===== config.mk =====
export PLATFORM = sky130hd
export DESIGN_NAME = operand_fetch_flat
export DESIGN_NICKNAME = d
export VERILOG_FILES = /design/src/rtl/operand_fetch_if.sv /design/src/rtl/operand_fetch.sv /design/src/flat_wrapper.sv
export SDC_FILE = /design/constraint.sdc
export NUM_CORES = 1
export LEC_CHECK = 0
export CORE_UTILIZATION = 26
export DETAILED_ROUTE_END_ITERATION = 8
export GPL_ROUTABILITY_DRIVEN = 1
export PLACE_DENSITY = 0.49
export SYNTH_ARGS = -nofsm -noshare
export SYNTH_HDL_FRONTEND = slang
export SYNTH_SLANG_ARGS = --single-unit

===== constraint.sdc =====
create_clock -name clk -period 4 [get_ports clk]
set_input_delay 0.8 -clock clk [delete_from_list [all_inputs] [get_ports clk]]
set_output_delay 0.8 -clock clk [all_outputs]
set_load 0.01 [all_outputs]

===== src/rtl/operand_fetch_if.sv =====
// Issue-stage bus: instruction in, ALU issue slot out, writeback in.
// The master drives instructions and writeback; the slave is the fetch stage.
interface operand_fetch_if;
    logic        in_valid;
    logic [10:0] in_instr;
    logic        in_ready;
    logic [4:0]  alu_a;
    logic [4:0]  alu_b;
    logic [1:0]  alu_control;
    logic [2:0]  alu_rd;
    logic        alu_valid;
    logic        out_ready;
    logic        wb_en;
    logic [2:0]  wb_addr;
    logic [9:0]  wb_data;

    modport master (
        output in_valid, in_instr, out_ready,
        output wb_en, wb_addr, wb_data,
        input  in_ready, alu_a, alu_b, alu_control,
        input  alu_rd, alu_valid
    );

    modport slave (
        input  in_valid, in_instr, out_ready,
        input  wb_en, wb_addr, wb_data,
        output in_ready, alu_a, alu_b, alu_control,
        output alu_rd, alu_valid
    );
endinterface


===== src/rtl/operand_fetch.sv =====
// Operand fetch: 8x5 register file, pending scoreboard, writeback
// bypass and a single registered ALU issue slot.
module operand_fetch (
    input  logic           clk,
    input  logic           rst,
    operand_fetch_if.slave bus
);
    typedef struct packed {
        logic [1:0] op;
        logic [2:0] rd;
        logic [2:0] rs;
        logic [2:0] rt;
    } instr_t;

    typedef struct packed {
        logic       valid;
        logic [4:0] a;
        logic [4:0] b;
        logic [1:0] ctrl;
        logic [2:0] rd;
    } slot_t;

    instr_t     ins;
    slot_t      slot;
    logic [4:0] rf [8];
    logic [7:0] pending;

    logic       wb_hit;
    logic [4:0] wb_val;
    logic [7:0] wb_mask;
    logic [7:0] set_mask;
    logic [7:0] pend_eff;
    logic [4:0] opa;
    logic [4:0] opb;
    logic       slot_free;
    logic       hazard;
    logic       accept;
    logic       consume;
    logic       unused_wb_hi;

    assign ins    = instr_t'(bus.in_instr);
    assign wb_hit = bus.wb_en && (bus.wb_addr != 3'd0);
    assign wb_val = bus.wb_data[4:0];

    assign unused_wb_hi = ^bus.wb_data[9:5];

    always_comb begin
        wb_mask = '0;
        if (wb_hit)
            wb_mask[bus.wb_addr] = 1'b1;
    end

    always_comb begin
        set_mask = '0;
        if (accept && (ins.rd != 3'd0))
            set_mask[ins.rd] = 1'b1;
    end

    // A writeback landing this cycle already resolves its register.
    assign pend_eff = pending & ~wb_mask;

    assign slot_free = !slot.valid || bus.out_ready;
    assign hazard    = bus.in_valid &&
                       (pend_eff[ins.rs] ||
                        pend_eff[ins.rt] ||
                        pend_eff[ins.rd]);
    assign accept    = bus.in_valid && slot_free && !hazard;
    assign consume   = slot.valid && bus.out_ready;

    always_comb begin
        opa = '0;
        if (ins.rs != 3'd0) begin
            if (wb_hit && (bus.wb_addr == ins.rs))
                opa = wb_val;
            else
                opa = rf[ins.rs];
        end
    end

    always_comb begin
        opb = '0;
        if (ins.rt != 3'd0) begin
            if (wb_hit && (bus.wb_addr == ins.rt))
                opb = wb_val;
            else
                opb = rf[ins.rt];
        end
    end

    always_ff @(posedge clk) begin
        if (rst) begin
            for (int i = 0; i < 8; i++)
                rf[i] <= '0;
            pending <= '0;
            slot    <= '0;
        end else begin
            if (wb_hit)
                rf[bus.wb_addr] <= wb_val;
            // A new claim on rd outranks a same-cycle clear of it.
            pending <= (pend_eff | set_mask) & 8'hFE;
            if (accept) begin
                slot.valid <= 1'b1;
                slot.a     <= opa;
                slot.b     <= opb;
                slot.ctrl  <= ins.op;
                slot.rd    <= ins.rd;
            end else if (consume) begin
                slot.valid <= 1'b0;
            end
        end
    end

    assign bus.in_ready    = slot_free && !hazard;
    assign bus.alu_valid   = slot.valid;
    assign bus.alu_a       = slot.a;
    assign bus.alu_b       = slot.b;
    assign bus.alu_control = slot.ctrl;
    assign bus.alu_rd      = slot.rd;
endmodule


===== src/flat_wrapper.sv =====
// flat-port wrapper written by rule: the top's interface ports become plain ports
module operand_fetch_flat 
  (clk, rst, bus_in_valid, bus_in_instr, bus_out_ready, bus_wb_en, bus_wb_addr, bus_wb_data, bus_in_ready, bus_alu_a, bus_alu_b, bus_alu_control, bus_alu_rd, bus_alu_valid);
  operand_fetch_if bus_i ();
  input  logic clk;
  input  logic rst;
  input wire logic [$bits(bus_i.in_valid)-1:0] bus_in_valid;
  input wire logic [$bits(bus_i.in_instr)-1:0] bus_in_instr;
  input wire logic [$bits(bus_i.out_ready)-1:0] bus_out_ready;
  input wire logic [$bits(bus_i.wb_en)-1:0] bus_wb_en;
  input wire logic [$bits(bus_i.wb_addr)-1:0] bus_wb_addr;
  input wire logic [$bits(bus_i.wb_data)-1:0] bus_wb_data;
  output wire logic [$bits(bus_i.in_ready)-1:0] bus_in_ready;
  output wire logic [$bits(bus_i.alu_a)-1:0] bus_alu_a;
  output wire logic [$bits(bus_i.alu_b)-1:0] bus_alu_b;
  output wire logic [$bits(bus_i.alu_control)-1:0] bus_alu_control;
  output wire logic [$bits(bus_i.alu_rd)-1:0] bus_alu_rd;
  output wire logic [$bits(bus_i.alu_valid)-1:0] bus_alu_valid;
  assign bus_i.in_valid = bus_in_valid;
  assign bus_i.in_instr = bus_in_instr;
  assign bus_i.out_ready = bus_out_ready;
  assign bus_i.wb_en = bus_wb_en;
  assign bus_i.wb_addr = bus_wb_addr;
  assign bus_i.wb_data = bus_wb_data;
  assign bus_in_ready = bus_i.in_ready;
  assign bus_alu_a = bus_i.alu_a;
  assign bus_alu_b = bus_i.alu_b;
  assign bus_alu_control = bus_i.alu_control;
  assign bus_alu_rd = bus_i.alu_rd;
  assign bus_alu_valid = bus_i.alu_valid;
  operand_fetch u_core (.clk(clk), .rst(rst), .bus(bus_i));
endmodule

== After elaboration in Yosys (flattened, before gate mapping) ==
Memories as Yosys holds them, arrays and structs flattened.
Cells that the tools add are included.

* $mul: 0
* Equality and inequality tests: 2
* Div/mod/pow operators: 0
* Bitwise operators: 3
* Add/sub/neg operators: 0
* Multiplexer cells: 26
* Reductions and logical operators: 22
* Magnitude comparators: 6
* Shift operators: 0

{| class="wikitable"
|+ Operators by type and width
! kind !! number
|-
| 5-bit 2-to-1 mux || 5
|-
| 3-bit by 4-bit < comparator with 1-bit output, second input constant || 4
|-
| 8-bit 2-to-1 mux || 2
|-
| 1-bit 2-to-1 mux || 13
|-
| 3-bit nonzero test || 4
|-
| 1-bit logical AND || 11
|-
| 1-bit binary-select mux with 3-bit select || 3
|-
| 8-bit bitwise AND || 1
|-
| 8-bit inverter || 1
|-
| 8-bit OR || 1
|-
| 1-bit demux with 3-bit select || 2
|-
| 3-bit equality test || 2
|-
| 3-bit by 1-bit greater-or-equal comparator with 1-bit output, second input constant || 2
|-
| 5-bit OR reduction || 1
|-
| 1-bit logical OR || 3
|-
| 3-bit 2-to-1 mux || 1
|-
| 1-bit logical NOT || 2
|-
| 2-bit nonzero test || 1
|}

* Bits in writable memories: 40
* Memories: 1
* Bits in latches: 0
* Memory bits (read-only): 0
* Register bits after elaboration: 24
* Logic and storage cells: 67

{| class="wikitable"
|+ Memories
! memory !! depth !! width !! rd ports !! clocked after Yosys merged registers in !! write ports !! RTL line !! RTL
|-
| u_core.rf || 8 || 5 || 2 || 0 || 8 || operand_fetch.sv:25 || <nowiki>logic [4:0] rf [8];</nowiki>
|}

== Logic depth before layout (Yosys ltp) ==
Gate-level depths: netlist (run 1).

* Depth in word-level cells: 17
* Depth in mapped cells: 8

== Worst setup path after synthesis (run 1) ==
No wires, ideal clock.

* Kind: input to output
* From: input bus_wb_en
* To: output bus_in_ready
* Arrival: 2.465 ns
* Cell stages on the path: 8
* Setup slack: 0.735 ns
* Cells stage by stage: buf_4 > and4b_1 > o32ai_1 > a2111o_1 > nor3_4 > buf_2 > nand2_1 > a21boi_0

* Word-level cells in the longest chain between the ends: 11
* Elaborated cells on any way between the ends: 15
* Classes of those cells: mux: 7; bitwise: 2; reduce/logical: 6

{| class="wikitable"
|+ RTL lines
! what !! RTL line !! RTL
|-
| start, declared || flat_wrapper.sv:10 || <nowiki>input wire logic [$bits(bus_i.wb_en)-1:0] bus_wb_en;</nowiki>
|-
| 1-bit logical AND * || operand_fetch.sv:42 || <nowiki>assign wb_hit = bus.wb_en && (bus.wb_addr != 3'd0);</nowiki>
|-
| 8-bit 2-to-1 mux * || operand_fetch.sv:49 || <nowiki>if (wb_hit)</nowiki>
|-
| 8-bit inverter * || operand_fetch.sv:60 || <nowiki>assign pend_eff = pending & ~wb_mask;</nowiki>
|-
| 8-bit bitwise AND * || operand_fetch.sv:60 ||
|-
| 1-bit binary-select mux with 3-bit select, on equally long branches || operand_fetch.sv:64, operand_fetch.sv:65 ||
|-
| 1-bit 2-to-1 mux, on equally long branches || operand_fetch.sv:64, operand_fetch.sv:65 ||
|-
| 1-bit logical OR || operand_fetch.sv:64 || <nowiki>(pend_eff[ins.rs] ||</nowiki>
|-
| 1-bit logical OR * || operand_fetch.sv:65 || <nowiki>pend_eff[ins.rt] ||</nowiki>
|-
| 1-bit logical AND * || operand_fetch.sv:63 || <nowiki>assign hazard = bus.in_valid &&</nowiki>
|-
| 1-bit logical NOT * || operand_fetch.sv:113 || <nowiki>assign bus.in_ready = slot_free && !hazard;</nowiki>
|-
| 1-bit logical AND * || operand_fetch.sv:113 ||
|-
| end, declared || flat_wrapper.sv:13 || <nowiki>output wire logic [$bits(bus_i.in_ready)-1:0] bus_in_ready;</nowiki>
|}

Mark *: on every way between the ends. The rest lies on a longest branch, timed or not. The select of a mux whose other input is x is not followed.

== Worst setup path after layout (run 1) ==
Ends and elaborated chain as after synthesis.

==> qor.yml, run 1 <==
power:
  p_total_uw: 1800
  power.leakage_uw: 0.00170
  power_density_mw_per_mm2: 378
  ir_drop_v: 0.000198
placement:
  gp_congestion: 0.807
  dp.cells: 558
  hpwlAfterDp_mm: 7.44
  numPortBuffers: 40
grt:
  antenna_found_initial: 0
  grt_max_degree: 27
  groute.usage.overall_pct: 14.0
  grt_pass1_wl_mm: 15.4
  grt_pass1_vias: 2801
  grt_overflow_total: 0
critical_path:
  critPathLaunchType: "input pin"
  slowest_delay_ps: 580
  crit_chain: "clkdlybuf4s50_1 > and4bb_2 > o32ai_1 > a2111o_1 > nor3_4 > nand2_1 > a21boi_0 > dlygate4sd2_1"
  cp.required_ps: 3200
  worst_setup_path_end_kind: "primary output"
  critPathMaxFanout: 7
  slowest_stage: "clkdlybuf4s50_1"
  criticalPathCategory: "in -> out"
  crit_arrival_ps: 2940
timing:
  finalClockSkew_ps: 5.00
  fin_crit_ps: 3740
  period_share_pct: 93.4
  setup_viol: 0
  maxSlewViolCount: 0
  max_slew.worst_pin.slew_ps: 773
  relSlewSlack_pct: 48.3
  hold_violations: 0
  fmax_mhz: 268
  rsz0062_at_grt: "no"
synth:
  synthMuxAreaShare_pct: 19.8
  yosysMostFrequentCell: "edfxtp_1"
  synth_enable_flop_cells: 40
  yosys_warnings: 0
  syn_area_mm2: 0.00374
  synth-xor-area-share_pct: 0.936
  synth_cell_types: 52
  synth_top_area_share_pct: 32.1
  synth-seq-area-share_pct: 44.4
  synth_common_cells: "40 x edfxtp_1, 36 x and2_1, 32 x nand2_1, 23 x dfxtp_1, 20 x mux4_2"
  synthArstFlopShare_pct: 0
  synthAdderAreaFrac_pct: 0
  ys_seq_elements: 63
  synth-compound-area-share_pct: 7.53
  synth_simple_gate_area_share_pct: 24.2
  synth.avg_cell_area_um2: 11.3
  synthFlopType: "edfxtp_1"
  synth_top_family_by_area: "simple AND/OR/NAND/NOR gates"
  synth_cells: 331
  synth_area_leader_cell: "edfxtp_1"
  yosys-top-cells-area: "edfxtp_1 32%, dfxtp_1 12%, mux4_2 12%"
hold_path:
  hp-class: "reg -> reg"
cts:
  cts_hold_buf: 0
  cts_buffers: 9
  post_cts_buffers: 0
  cts_tree: "done"
  ctsHtreeMaxLevel: 3
  clkSinkCount: 63
  clk_pin_slew_ps: 50
  clk_latency_ps: 330
  root_buffer: "clkbuf_16"
  cts_resized: 1
  cts_buffer_depth: 2
routing:
  wl_mm: 9.70
  drc_errors: 0
  drt_iter0_drc: 177
  ant_nets: 0
  via_per_inst: 4.75
  avgRoutedWirePerCell_um: 16.9
  num_vias: 2724
  first_pass_iters: 4
floorplan:
  die-area_mm2: 0.0149
  start_util_pct: 26.8
  io_pins: 46
  core_mm2: 0.0139
  die_h_um: 122
  std_cell_rows: 43
  dieWidth_um: 122
final_layout:
  nFillCells: 1393
  antenna_cells: 0
  syn_to_final_growth_pct: 27.3
  fin_nets: 418
  drive_above_1_share_pct: 23.4
  final_cell_count_no_fill: 574
run:
  drv_cap: 0
status:
  status: "complete, no violations"
==> registers in the layout (all words and copies together) (netlist names) <==
name and count:
u_core.rf 40, u_core.pending 7, u_core.bus.alu_a 5, u_core.bus.alu_b 5, u_core.bus.alu_rd 3, u_core.bus.alu_control 2
u_core.bus.alu_valid 1
==> routing by layer <==
layer	part of all wire, %	track usage, %	vias to the layer above
met5	0	0	-
met2	47	22.5	56
met4	1.9	5.79	0
met3	3.5	2.34	16
li1	-	-	1332
met1	47	18.7	1320
==> worst paths after layout <==
check	start	to	slack, ps	cells past startpoint
min reg2reg	u_core.pending[2]$_SDFF_PP0_	u_core.pending[2]$_SDFF_PP0_	470	2
max reg2reg	u_core.pending[7]$_SDFF_PP0_	u_core.bus.alu_b[1]$_SDFFE_PP0P_	1910	7
min	u_core.pending[2]$_SDFF_PP0_	u_core.pending[2]$_SDFF_PP0_	470	2
max	bus_wb_en	bus_in_ready	260	8
==> per-stage QoR <==
stage,instance area (um^2),hold WS (ps),utilization (%),setup slack (ps),TNS [ps]
after floorplan,3760,441,-,735,0
after global placement,4480,463,32.2,4.90,0
after detailed placement,4480,476,32.2,-42.7,-42.7
after global routing,4760,525,34.2,99.1,0
final,4760,475,34.2,264,0
after CTS,4760,482,34.2,225,0
==> cells in the final DEF, fill, tap and decap left out, types with 2 or more instances in the layout <==
cell              n
edfxtp_1         40
clkdlybuf4s50_1  39
and2_1           36
nand2_1          32
buf_4            25
dfxtp_1          23
mux4_2           20
nand2b_1         16
nor2_1           16
mux2_2           12
nand3_1          11
mux2i_1          11
nor2b_1          10
clkbuf_16         9
a21oi_1           8
o32ai_1           7
nor3_1            5
conb_1            5
or2_2             4
nand4b_1          4
xnor2_1           4
a21bo_2           4
nand4_1           3
nand3b_1          3
o21ai_0           3
mux2_4            3
clkinv_2          3
and4b_1           2
and4bb_2          2
inv_1             2
a31oi_1           2
nor3b_1           2
or3b_2            2
a211o_1           2
a21oi_2           2
clkinv_1          2
==> critical path: cells and delay by family <==
family / cells / cell delay (ps)
and+or+nand+nor: 3 / 580
AOI/OAI and AO/OA: 3 / 690
buffers and inverters: 2 / 860
==> power by group <==
part | switching (uW) | total [uW] | internal (uW)
combinational | 139 | 293 | 154
sequential | 22.0 | 758 | 736
clock | 277 | 751 | 474
total | 438 | 1800 | 1360
==> cells by family after synthesis <==
| logic type | count (synthesis) |
|---|---|
| buffers and inverters | 25 |
| XOR/XNOR | 4 |
| AO/OA/AOI/OAI | 36 |
| flip-flops | 63 |
| AND/OR/NAND/NOR | 156 |
| multiplexers | 46 |
| other | 1 |
==> cell type report <==
cell class,instances,area (um^2),area share [%]
Clock buffer,10,229,4.81
Multi-Input combinational cell,247,1980,41.6
Timing Repair Buffer,66,607,12.7
Tap cell,180,225,4.73
Inverter,2,7.51,0.158
Clock inverter,6,52.6,1.10
Sequential cell,63,1660,34.9
(Power assumes the default switching activity.)
==> run 2: changes to the inputs <==
==> constraint.sdc (replaced) <==
create_clock -name clk -period 4 [get_ports clk]
set_input_delay 1 -clock clk [delete_from_list [all_inputs] [get_ports clk]]
set_output_delay 1 -clock clk [all_outputs]
set_load 0.01 [all_outputs]
==> run 2 against run 1 <==
  * Power rose by 5.0%
  * Via count grew 1.2%
  * Critical endpoint unchanged
  * Core utilization is 0.94 points higher
  * Cell count grew 2.4%
  * Die area is the same
  * Final area is 2.8% higher
  * Clock-buffer cell count shrank 1
  * Largest power group is now the clock network
  * Sequential share of layout area down 0.94 points
  * Setup slack got worse by 150 ps
==> qor.yml, run 2 (same netlist as run 1, synthesis figures left out) <==
status:
  status: "complete, no violations"
cts:
  clk_pin_slew_ps: 50
  ctsHtreeMaxLevel: 3
  clk_latency_ps: 330
  cts_buffer_depth: 2
  root_buffer: "clkbuf_16"
  cts_buffers: 9
  cts_tree: "done"
  clkSinkCount: 63
floorplan:
  std_cell_rows: 43
  io_pins: 46
  start_util_pct: 26.8
  dieWidth_um: 122
  die_h_um: 122
  die-area_mm2: 0.0149
  core_mm2: 0.0139
routing:
  wl_mm: 9.59
  ant_nets: 0
  via_per_inst: 4.69
  first_pass_iters: 4
  drt_iter0_drc: 169
  num_vias: 2758
  drc_errors: 0
  avgRoutedWirePerCell_um: 16.3
grt:
  grt_pass1_wl_mm: 15.4
  antenna_found_initial: 1
  grt_overflow_total: 0
  grt_pass1_vias: 2799
  groute.usage.overall_pct: 14.0
  grt_max_degree: 21
final_layout:
  mostFrequentLayoutCell: "edfxtp_1"
  final_area_mm2: 0.00489
  nFillCells: 1369
  final_cell_mix: "40 x edfxtp_1, 39 x buf_4, 36 x and2_1, 33 x clkdlybuf4s50_1, 32 x nand2_1"
  largest_register: "u_core.rf"
  syn_to_final_growth_pct: 30.8
  final_util_pct: 35.1
  fin_nets: 431
  largest_reg_flops: 40
  largestRegisters: "u_core.rf x40, u_core.pending x7"
  drive_above_1_share_pct: 26.5
timing:
  rsz0062_at_grt: "no"
  fin_crit_ps: 3890
  finalClockSkew_ps: 9.13
  max_slew.worst_pin.slew_ps: 787
  relSlewSlack_pct: 47.4
  finalSetupTns_ps: 0
  maxSlewViolCount: 0
  setup_viol: 0
  fmax_mhz: 257
  holdWs_ps: 478
  period_share_pct: 97.2
  hold_violations: 0
critical_path:
  criticalPathCategory: "in -> out"
  worst_setup_path_end_kind: "primary output"
  critPathMaxFanout: 3
  cp.required_ps: 3000
  critPathLaunchType: "input pin"
  crit_arrival_ps: 2890
hold_path:
  hp-class: "reg -> reg"
run:
  drv_cap: 0
power:
  power_density_mw_per_mm2: 387
  power.leakage_uw: 0.00179
  ir_drop_v: 0.000249
placement:
  numPortBuffers: 40
  place_area_mm2: 0.00457
  hpwlAfterDp_mm: 7.46
  gp_congestion: 0.887
## run 2: cell types whose count changed in the layout (fill, tap and decap cells not counted), moves of 2 or more
cell	before	now
clkinv_2	3	0
dlygate4sd2_1	1	4
dlymetal6s2s_1	0	2
buf_4	25	39
clkdlybuf4s50_1	39	33
clkinv_4	0	3
## run 2: repair_timing
item | CTS | global route
hold buffers | 0 | 0
setup endpoints to repair | 1 | 1
pin swaps | 1 | 0
gates cloned | 0 | 0
resized for setup | 8 | 2
setup buffers | 0 | 0
## run 2: worst max-delay path, cell delays in order
cell and delay, ps:
clkdlybuf4s50_1 510, nand2b_1 150, o32ai_1 100, a2111o_1 440, nor3_4 210, nand2_1 70
a21boi_1 160, clkdlybuf4s15_2 240
## run 2: stage by stage
step           setup slack [ps]  power (uW)  std cells
2_1_floorplan               335         944        335
3_3_place_gp               -431        1070        571
3_5_place_dp               -469        1070        571
4_1_cts                    81.2        1920        587
5_1_grt                    1.20        1980        588
6_report                    112        1890        588
## run 2: area by class of cell
type / count / area [um^2] / area share, %
repair buffers: 79 / 694 / 14.2
inverters: 2 / 7.51 / 0.153
flip-flops and latches: 63 / 1660 / 33.9
diodes: 1 / 2.50 / 0.0511
clock buffers: 9 / 225 / 4.60
clock inverters: 7 / 97.6 / 1.99
multi-input cells: 247 / 1980 / 40.5
well taps: 180 / 225 / 4.60
## run 2: where the power goes
group | leakage [uW] | switching, uW | total, uW | internal [uW]
clock network | 0.000153 | 291 | 837 | 546
registers | 0.000575 | 21.7 | 757 | 735
logic | 0.00107 | 140 | 298 | 158
## run 2: worst paths after layout
check,from,to,slack [ps],cells after the start
setup / recovery,bus_in_instr[6],bus_in_ready,110,8
hold / removal,u_core.bus.alu_rd[1]$_SDFFE_PP0P_,u_core.bus.alu_rd[1]$_SDFFE_PP0P_,480,2
setup reg to reg,u_core.pending[7]$_SDFF_PP0_,u_core.bus.alu_b[4]$_SDFFE_PP0P_,1930,7
hold reg to reg,u_core.bus.alu_rd[1]$_SDFFE_PP0P_,u_core.bus.alu_rd[1]$_SDFFE_PP0P_,480,2
## run 2: metal layers
| layer | part of all wire (%) | vias up | track usage [%] |
|---|---|---|---|
| li1 | - | 1370 | - |
| met1 | 48 | 1331 | 18.4 |
| met2 | 48 | 51 | 22.3 |
| met3 | 3.5 | 6 | 3.46 |
| met4 | 0.87 | 0 | 4.86 |
| met5 | 0 | - | 0 |
==> run 3: changes to the inputs <==
--- a/config.mk
+++ b/config.mk
@@ -5,6 +5,7 @@
 export SDC_FILE = /design/constraint.sdc
 export NUM_CORES = 1
 export LEC_CHECK = 0
+export ABC_CLOCK_PERIOD_IN_PS = 4000
 export CORE_UTILIZATION = 26
 export DETAILED_ROUTE_END_ITERATION = 8
 export GPL_ROUTABILITY_DRIVEN = 1
==> results of run 3 <==
Same layout as run 2: the final DEF is identical, and so are final timing and power.
